<file path="config.mk">
export PLATFORM = sky130hd
export DESIGN_NAME = led_sequencer
export DESIGN_NICKNAME = d
export VERILOG_FILES = /design/src/rtl/led_sequencer.sv
export SDC_FILE = /design/constraint.sdc
export NUM_CORES = 1
export LEC_CHECK = 0
export BUFFER_PORTS_ARGS = -buffer_cell sky130_fd_sc_hd__buf_2
export CORE_UTILIZATION = 65
export CTS_BUF_LIST = sky130_fd_sc_hd__clkbuf_8
export DETAILED_ROUTE_END_ITERATION = 8
export PLACE_DENSITY = 0.82
export SYNTH_ARGS = -nofsm -noshare
export SYNTH_HDL_FRONTEND = slang
export SYNTH_SLANG_ARGS = --single-unit
</file>
<file path="constraint.sdc">
create_clock -name clki -period 3.75 [get_ports clki]
set_input_delay 0.375 -clock clki [delete_from_list [all_inputs] [get_ports clki]]
set_output_delay 0.375 -clock clki [all_outputs]
set_load 0.01 [all_outputs]
</file>
<file path="src/rtl/led_sequencer.sv">
// LED pattern sequencer: binary, gray, bouncing scan and breathe (PWM) patterns.
// The breathe generator is built only when LED_SEQUENCER_BREATHE_EN is defined.
module led_sequencer #(
   parameter int LEDS      = 4,
   parameter int LOG2DELAY = 23,
   parameter int PWM_BITS  = 8
) (
   input  logic            clki,
   input  logic            rst,
   input  logic            en,
   input  logic [1:0]      mode,
   output logic [LEDS-1:0] led,
   output logic            tick
);

   localparam int               POS_W    = (LEDS > 1) ? $clog2(LEDS) : 1;
   localparam logic [POS_W-1:0] POS_LAST = POS_W'(LEDS - 1);

   logic [LOG2DELAY-1:0] prescaler_q, prescaler_d;
   logic [LEDS-1:0]      step_q, step_d;
   logic [POS_W-1:0]     pos_q, pos_d;
   logic                 dir_up_q, dir_up_d;
   logic [LEDS-1:0]      led_q, led_d;
   logic                 tick_q, tick_d;
   logic                 step_stb;

   // Prescaler, step counter and bouncing scan position.
   always_comb begin
      step_stb    = en && (&prescaler_q);
      prescaler_d = prescaler_q;
      step_d      = step_q;
      pos_d       = pos_q;
      dir_up_d    = dir_up_q;
      if (en) begin
         prescaler_d = prescaler_q + LOG2DELAY'(1);
      end
      if (step_stb) begin
         step_d = step_q + LEDS'(1);
         if (LEDS > 1) begin
            if (dir_up_q) begin
               if (pos_q == POS_LAST) begin
                  pos_d    = pos_q - POS_W'(1);
                  dir_up_d = 1'b0;
               end else begin
                  pos_d = pos_q + POS_W'(1);
               end
            end else begin
               if (pos_q == '0) begin
                  pos_d    = POS_W'(1);
                  dir_up_d = 1'b1;
               end else begin
                  pos_d = pos_q - POS_W'(1);
               end
            end
         end
      end
   end

`ifdef LED_SEQUENCER_BREATHE_EN
   localparam logic [PWM_BITS-1:0] DUTY_MAX = '1;

   logic [PWM_BITS-1:0] duty_q, duty_d;
   logic [PWM_BITS-1:0] pwm_q, pwm_d;
   logic                duty_up_q, duty_up_d;
   logic                breathe_on;

   // Duty bounces between 0 and full scale; pwm runs even while en is low.
   always_comb begin
      duty_d    = duty_q;
      duty_up_d = duty_up_q;
      pwm_d     = pwm_q + PWM_BITS'(1);
      if (step_stb) begin
         if (duty_up_q) begin
            if (duty_q == DUTY_MAX) begin
               duty_d    = duty_q - PWM_BITS'(1);
               duty_up_d = 1'b0;
            end else begin
               duty_d = duty_q + PWM_BITS'(1);
            end
         end else begin
            if (duty_q == '0) begin
               duty_d    = PWM_BITS'(1);
               duty_up_d = 1'b1;
            end else begin
               duty_d = duty_q - PWM_BITS'(1);
            end
         end
      end
   end

   assign breathe_on = (pwm_q < duty_q);

   always_ff @(posedge clki) begin
      if (rst) begin
         duty_q    <= '0;
         duty_up_q <= 1'b1;
         pwm_q     <= '0;
      end else begin
         duty_q    <= duty_d;
         duty_up_q <= duty_up_d;
         pwm_q     <= pwm_d;
      end
   end
`endif

   // Output decode always reflects the current registered generator state.
   always_comb begin
      tick_d = step_stb;
      case (mode)
         2'b01:   led_d = step_q ^ (step_q >> 1);
         2'b10:   led_d = LEDS'(1) << pos_q;
`ifdef LED_SEQUENCER_BREATHE_EN
         2'b11:   led_d = {LEDS{breathe_on}};
`endif
         default: led_d = step_q;
      endcase
   end

   always_ff @(posedge clki) begin
      if (rst) begin
         prescaler_q <= '0;
         step_q      <= '0;
         pos_q       <= '0;
         dir_up_q    <= 1'b1;
         led_q       <= '0;
         tick_q      <= 1'b0;
      end else begin
         prescaler_q <= prescaler_d;
         step_q      <= step_d;
         pos_q       <= pos_d;
         dir_up_q    <= dir_up_d;
         led_q       <= led_d;
         tick_q      <= tick_d;
      end
   end

   assign led  = led_q;
   assign tick = tick_q;

endmodule

</file>
# Yosys cells after proc, flatten, opt, wreduce, memory -nomap -nowiden
# Index checks and enable logic that the tools add are counted.
# word_totals
input_bits	5
latch_bits	0
mem_count	0
ram_bits	0
word_cells	25
mem_bits_ro	0
regBits	35
# classes
multipliers	0
n_mux	7
n_eq_ne	3
div	0
n_addsub	4
reduce_logical	3
n_bitwise	1
shifts	1
order_cmp	0
# op_table
operator	count
23-bit by 1-bit adder with 23-bit output (second input constant)	1
23-bit AND reduction	1
4-bit one-hot mux with 2 select lines	1
2-bit 2-to-1 mux	3
4-bit by 1-bit adder with 4-bit output (second input constant)	1
2-bit == test (second input constant)	2
1-bit by 2-bit << shifter with 4-bit output (first input constant)	1
4-bit by 3-bit bitwise XOR with 4-bit output	1
1-bit 2-to-1 mux	3
2-bit by 1-bit adder with 2-bit output (second input constant)	1
2-bit by 1-bit == test with 1-bit output (second input constant)	1
2-bit zero test	1
2-bit by 1-bit subtractor with 2-bit output (second input constant)	1
1-bit logical AND	1

# Depth between registers and ports, before layout
# Gate-level depths: netlist of run 1.
# depth
depth_word	3
mapped_depth	6
ltp_nobuf	6

# Least setup slack after synthesis of run 1
# No wires, ideal clock.
# synth_path
path_kind	register to register
from	register prescaler_q[0]
to	register dir_up_q
synth_period_minus_slack_ps	1705
path_stages_with_launch	7
required_time_ps	3634
slack_ps	2045
arrival_time_ps	1589
n_path_buf	1
setup_time_ps	116
path_cell_list	dfxtp_1 -> ha_1 -> and2_1 -> nand4_4 -> buf_6 -> or3_1 -> a31o_1
# synth_between
elab_chain_cells	2
# synth_lines
element	line	text
from (decl)	19	logic [LOG2DELAY-1:0] prescaler_q, prescaler_d;
from (signal assigned)	128	prescaler_q <= prescaler_d;
23-bit AND reduction	29	step_stb = en && (&prescaler_q);
1-bit logical AND	29	
to (signal assigned)	131	dir_up_q <= dir_up_d;
to (decl)	22	logic dir_up_q, dir_up_d;
# No other way between the ends.
# A chain may end at the register's enable or synchronous reset.

# Worst setup path after layout of run 1
# layout_path
from	register prescaler_q[0]
to	register step_q[3]
# layout_between
elab_chain_cells	2
# layout_lines
element	line	text
23-bit AND reduction	29	
1-bit logical AND	29	
to (signal assigned)	129	step_q <= step_d;
to (decl)	20	logic [LEDS-1:0] step_q, step_d;
# No other way between the ends.

==> results of run 1 <==
==> power breakdown <==
group / internal (W) / switching, W / total [W]
logic: 0.00000982 / 0.0000155 / 0.0000253
registers: 0.000376 / 0.00000471 / 0.000380
clock network: 0.000121 / 0.000117 / 0.000237
total: 0.000506 / 0.000137 / 0.000643
==> registers in the layout, indices dropped and copies added, names as in the netlist <==
name / flops
dir_up_q: 1
led: 4
pos_q: 2
prescaler_q: 23
step_q: 4
tick: 1
==> worst max path at each step <==
stage	startpoint	endpoint	slack, ns	cells after the start
floorplan	prescaler_q[0]	dir_up_q	2.05	6
global placement	prescaler_q[0]	step_q[3]	1.94	5
global route	prescaler_q[0]	step_q[3]	1.68	5
detailed placement	prescaler_q[0]	step_q[3]	1.85	5
CTS	prescaler_q[0]	step_q[3]	1.82	5
finish	prescaler_q[0]	step_q[3]	1.82	5
==> layout make-up <==
cell class	count	area [µm²]
Tap cell	30	37.5
Clock inverter	1	3.75
Inverter	4	15.0
Multi-Input combinational cell	145	910
Timing Repair Buffer	9	45.0
Sequential cell	35	701
Clock buffer	5	68.8
Fill cell	196	697
==> worst max-delay path, delay by kind of cell, from the launching register on <==
kind	cells	cell delay [ns]
and+or+nand+nor	3	1.08
DFF	1	0.40
adders and majority gates	1	0.23
AOI/OAI and AO/OA	1	0.15
==> cells in the mapped netlist (2+ instances only) <==
library cell	number
clkbuf_1	6
o31ai_1	6
nand4_1	6
a21oi_1	22
nand3b_1	3
and3_1	3
or3_1	10
inv_1	4
and2_1	2
nand3_1	10
xor2_1	10
dfxtp_1	35
nand2_1	13
o21ai_0	15
nor2_1	14
or4_1	6
o21bai_1	2
and4_1	5
ha_1	5
==> kinds of logic after synthesis <==
logic type / synth area share [%]
buf+inv: 4.81
flops: 41.4
xor+xnor: 5.70
simple gates: 28.4
fa+ha+maj: 3.70
compound gates: 15.4
mux: 0.592
==> metal layers <==
layer	routed length [µm]	track usage (%)	vias up
met3	87	8.62	2
met5	0	0	-
met2	1490	43.2	16
li1	-	-	717
met1	1430	27.7	656
met4	28	7.89	0
==> stage by stage <==
step / total power (W) / hold WS [ns] / instances / utilization (%)
2_1_floorplan: 0.000406 / 0.448 / 194 / -
3_3_place_gp: 0.000411 / 0.457 / 223 / 68.9
3_5_place_dp: 0.000414 / 0.486 / 223 / 68.9
4_1_cts: 0.000649 / 0.456 / 229 / 71.9
5_1_grt: 0.000665 / 0.465 / 229 / 71.9
6_report: 0.000643 / 0.452 / 229 / 71.9
==> out/qor.txt, run 1 <==
Placement Setup Slack: 1.85 ns
post-route setup TNS: 0 ns
Finished Cell Area: 0.00178 mm²
vias in the first global route: 1,220
fin crit share: 51.6%
Crit Path Max Fanout: 21
first drt pass iteration count: 4
Crit Path Class: flop to flop
total number of vias: 1,391
mapped cell area: 0.00169 mm²
hold_buf cts: 0
Die Wd: 53.0 µm
starting DRC count in detailed routing: 36
Avg Inst Size Synth: 8.72 µm²
Antenna diodes: 0
Final Worst Setup Slack: 1.82 ns
proportion of layout cells with a drive suffix above 1: 9.55%
commonest non-fill, non-tap cell in the layout: dfxtp_1
total global-route track usage: 24.7%
max cap viols: 0
clk_lat worst skew: 0.28 ns
Detail Route Antenna Nets: 0
Max stage delay on crit path: 0.53 ns
TritonCTS clock tree: yes
global-route wire length before repair: 5.02 mm
area of placed instances: 0.00171 mm²
reg2reg setup slack: 1.82 ns
Layout Area Growth over Synthesis: 5.25%
slowest cell on the critical path: or4_1
clock slew at reported path FFs: 0.06 ns
Setup Buffers After CTS: 0
YS warnings: 0
max frequency: 517 MHz
Critical Path AT: 2.14 ns
row count: 18
biggest area consumer among synthesized cells: dfxtp_1
Remaining Overflow, GRT: 0
deepest clock path buffer count: 2
RSZ-0062 raised after global routing: no
Async SR Flop Fraction: 0%
PD cells: 361 mW/mm²
largest cells by area after synthesis: dfxtp_1, a21oi_1, xor2_1, o21ai_0, ha_1
dominant synthesized flop cell: dfxtp_1
Synth cell types: 36
Sink Count: 35
Seq/Total Area, Yosys: 41.4%
WL per Instance: 13.3 µm
number of synthesized flops with an enable pin: 0
most frequent cells in the layout: dfxtp_1, a21oi_1, o21ai_0, nor2_1, nand2_1
hold wc startpoint: en
outcome: finished clean
Rel. slew slack: 60.0%
Post-route DRC: 0
post_cts resized: 0
Synth top area share: 41.4%
end of the worst register-to-register path: step_q[3]
Setup Skew: 0.00527 ns
Critical R2R Launch: prescaler_q[0]
critical path, cell by cell: ha_1 -> and2_1 -> nand4_4 -> or4_1 -> a21oi_1
Static Leak: 0.654 nW
min Tclk post-route: 1.93 ns
H-Tree Depth: 2
Hold Path Stages: 3
Worst Hold Path EP: prescaler_q[1]
peak supply drop: 0.448 mV
Mapped Cells: 194
Slew Viols, Final: 0
PortBufs: 9
CP required: 3.96 ns
IO Pins: 10
reg2reg path depth: 5
RePlAce Congestion: 0.713
Vias/cell: 6.07
die height: 53.0 µm
Hold Fails Final Rpt: 0
# nets final: 210
crit path capture type: flop
Total Die Area: 0.00281 mm²
CTS Buf Count: 5
startpoint class of the critical path: flop
DP HPWL: 2.08 mm
synthesized net count: 204
antenna violations before repair: 0
final WL: 3.04 mm
min-delay worst type: primary input to flop
largest net degree at the start of global routing: 36
Seq cells post-synth: 35
Root Driver: clkbuf_8
Worst Tran Pin Value: 0.600 ns
Core ar.: 0.00248 mm²
final setup violation count: 0
Starting Density: 68.3%
No activity file was read; power rests on OpenSTA's default activity.
==> run 2: changes to the inputs <==
Settings changed: ABC_AREA from default to 1, CORE_UTILIZATION 65 to 62, PLACE_DENSITY 0.82 to 0.79.
Clock period 3.75 ns to 1.9 ns, I/O delays scaled along.
==> out/qor.txt, run 2 <==
starting DRC count in detailed routing: 41
fin crit share: 73.4%
clock slew at reported path FFs: 0.07 ns
mapped cell area: 0.00183 mm²
Antenna diodes: 0
PortBufs: 9
Worst Tran Pin Value: 0.320 ns
largest cells by area after synthesis: dfxtp_1, nand2_1, nor2_1, inv_1, a21oi_1
Layout Area Growth over Synthesis: 8.42%
IO Pins: 10
Hold Fails Final Rpt: 0
dominant synthesized flop cell: dfxtp_1
startpoint class of the critical path: flop
deepest clock path buffer count: 2
Total Die Area: 0.00317 mm²
Avg Inst Size Synth: 6.79 µm²
PD cells: 672 mW/mm²
worst path bufs/invs: 2
CP required: 2.08 ns
cell mode on critical path: nand2_1
RePlAce Congestion: 0.825
row count: 19
min-delay worst type: primary input to flop
cell with the most instances after synthesis: nand2_1
Hold Slack: 0.224 ns
Worst Hold Path EP: prescaler_q[0]
reg2reg path depth: 10
Root Driver: clkbuf_8
Async SR Flop Fraction: 0%
TritonCTS clock tree: yes
Sink Count: 35
antenna violations before repair: 0
Critical Path AT: 1.58 ns
Vias/cell: 5.27
Fill cells: 254
Crit Path Class: flop to flop
min Tclk post-route: 1.40 ns
Hold Path Stages: 2
largest net degree at the start of global routing: 14
Setup Skew: 0.00830 ns
CTS Buf Count: 5
Slew Viols, Final: 0
Post-route DRC: 0
total number of vias: 1,654
first drt pass iteration count: 4
die height: 56.3 µm
clk_lat worst skew: 0.29 ns
WL per Instance: 11.3 µm
synthesized net count: 279
Crit Path Max Fanout: 4
biggest area consumer among synthesized cells: dfxtp_1
Seq/Total Area, Yosys: 38.4%
total global-route track usage: 25.5%
commonest non-fill, non-tap cell in the layout: nand2_1
H-Tree Depth: 2
final setup violation count: 0
Synth top area share: 38.4%
Static Leak: 0.794 nW
final WL: 3.54 mm
proportion of layout cells with a drive suffix above 1: 14.5%
outcome: finished clean
Detail Route Antenna Nets: 0
Remaining Overflow, GRT: 0
hold wc startpoint: en
number of synthesized flops with an enable pin: 0
Die Wd: 56.3 µm
slowest cell on the critical path: dfxtp_1
global-route wire length before repair: 6.35 mm
Core ar.: 0.00278 mm²
Max stage delay on crit path: 0.37 ns
post_cts resized: 0
end of the worst register-to-register path: step_q[0]
Crit path max-delay family: simple AND/OR/NAND/NOR gates
Reg with most FFs: prescaler_q
crit path capture type: flop
Critical R2R Launch: prescaler_q[0]
DP HPWL: 2.69 mm
Mapped Cells: 269
Seq cells post-synth: 35
Rel. slew slack: 78.4%
max cap viols: 0
max frequency: 717 MHz
Synth top cells by count: nand2_1, nor2_1, dfxtp_1
Starting Density: 65.7%
max reg flops: 23
vias in the first global route: 1,526
post-route setup TNS: 0 ns
reg2reg setup slack: 0.50 ns
peak supply drop: 0.684 mV
Synth cell types: 26
most frequent cells in the layout: nand2_1, nor2_1, dfxtp_1, inv_1
hold_buf cts: 0
critical path, cell by cell: ha_1 -> inv_1 -> nor2_2 -> nand2_2 -> nor2_4 -> nand2_4 -> clkinv_4 -> nand2_1 -> nand2_1 -> nor2_1
YS warnings: 0
Setup Buffers After CTS: 0
# nets final: 292
RSZ-0062 raised after global routing: no
run 2: stage by stage:
step	instances	cell area, µm²	power (W)	setup slack (ns)	utilization, %
after floorplan	269	1830	0.000809	0.628	-
after global placement	306	1900	0.000828	0.572	68.2
after detailed placement	306	1900	0.000828	0.536	68.2
after CTS	314	1980	0.00134	0.501	71.2
after global routing	314	1980	0.00138	0.358	71.2
final	314	1980	0.00133	0.505	71.2
run 2: cell families (layout without fill, tap and decap cells):
group | count (synthesis) | in the layout | share of synthesized area [%]
compound gates | 31 | 31 | 8.84
simple gates | 162 | 162 | 40.5
fa+ha+maj | 5 | 5 | 3.42
flops | 35 | 35 | 38.4
xor+xnor | 3 | 3 | 1.44
buf+inv | 33 | 47 | 7.47
run 2: report_power, final:
group	internal (W)	leakage, nW	switching [W]
combinational	0.0000220	0.466	0.0000433
clock	0.000251	0.0453	0.000269
sequential	0.000742	0.283	0.00000422
run 2: cell type report:
class                           count  area, µm²  share of cell area [%]
Multi-Input combinational cell    201        990                    50.0
Tap cell                           31       38.8                    1.96
Clock inverter                      3       16.3                   0.821
Inverter                           29        114                    5.75
Timing Repair Buffer               10       52.6                    2.65
Clock buffer                        5       68.8                    3.47
Sequential cell                    35        701                    35.4
run 2: routing by layer:
metal  part of all wire (%)  vias to the layer above  wire length (µm)  global-route usage, %
li1                       -                      883                 -                      -
met1                     48                      737              1710                   32.3
met2                     46                       29              1640                   43.0
met3                    3.8                        5               135                   6.22
met4                    1.4                        0                48                   7.67
met5                      0                        -                 0                      0
run 2: how the worst max path moves through the flow:
| stage | start | to | slack [ns] | cells after the start |
|---|---|---|---|---|
| final | prescaler_q[0] | step_q[0] | 0.50 | 10 |
| after global routing | prescaler_q[0] | step_q[2] | 0.36 | 9 |
| after CTS | prescaler_q[0] | step_q[0] | 0.50 | 10 |
| after detailed placement | prescaler_q[0] | dir_up_q | 0.54 | 8 |
| after global placement | prescaler_q[0] | dir_up_q | 0.57 | 8 |
| after floorplan | prescaler_q[0] | dir_up_q | 0.63 | 8 |
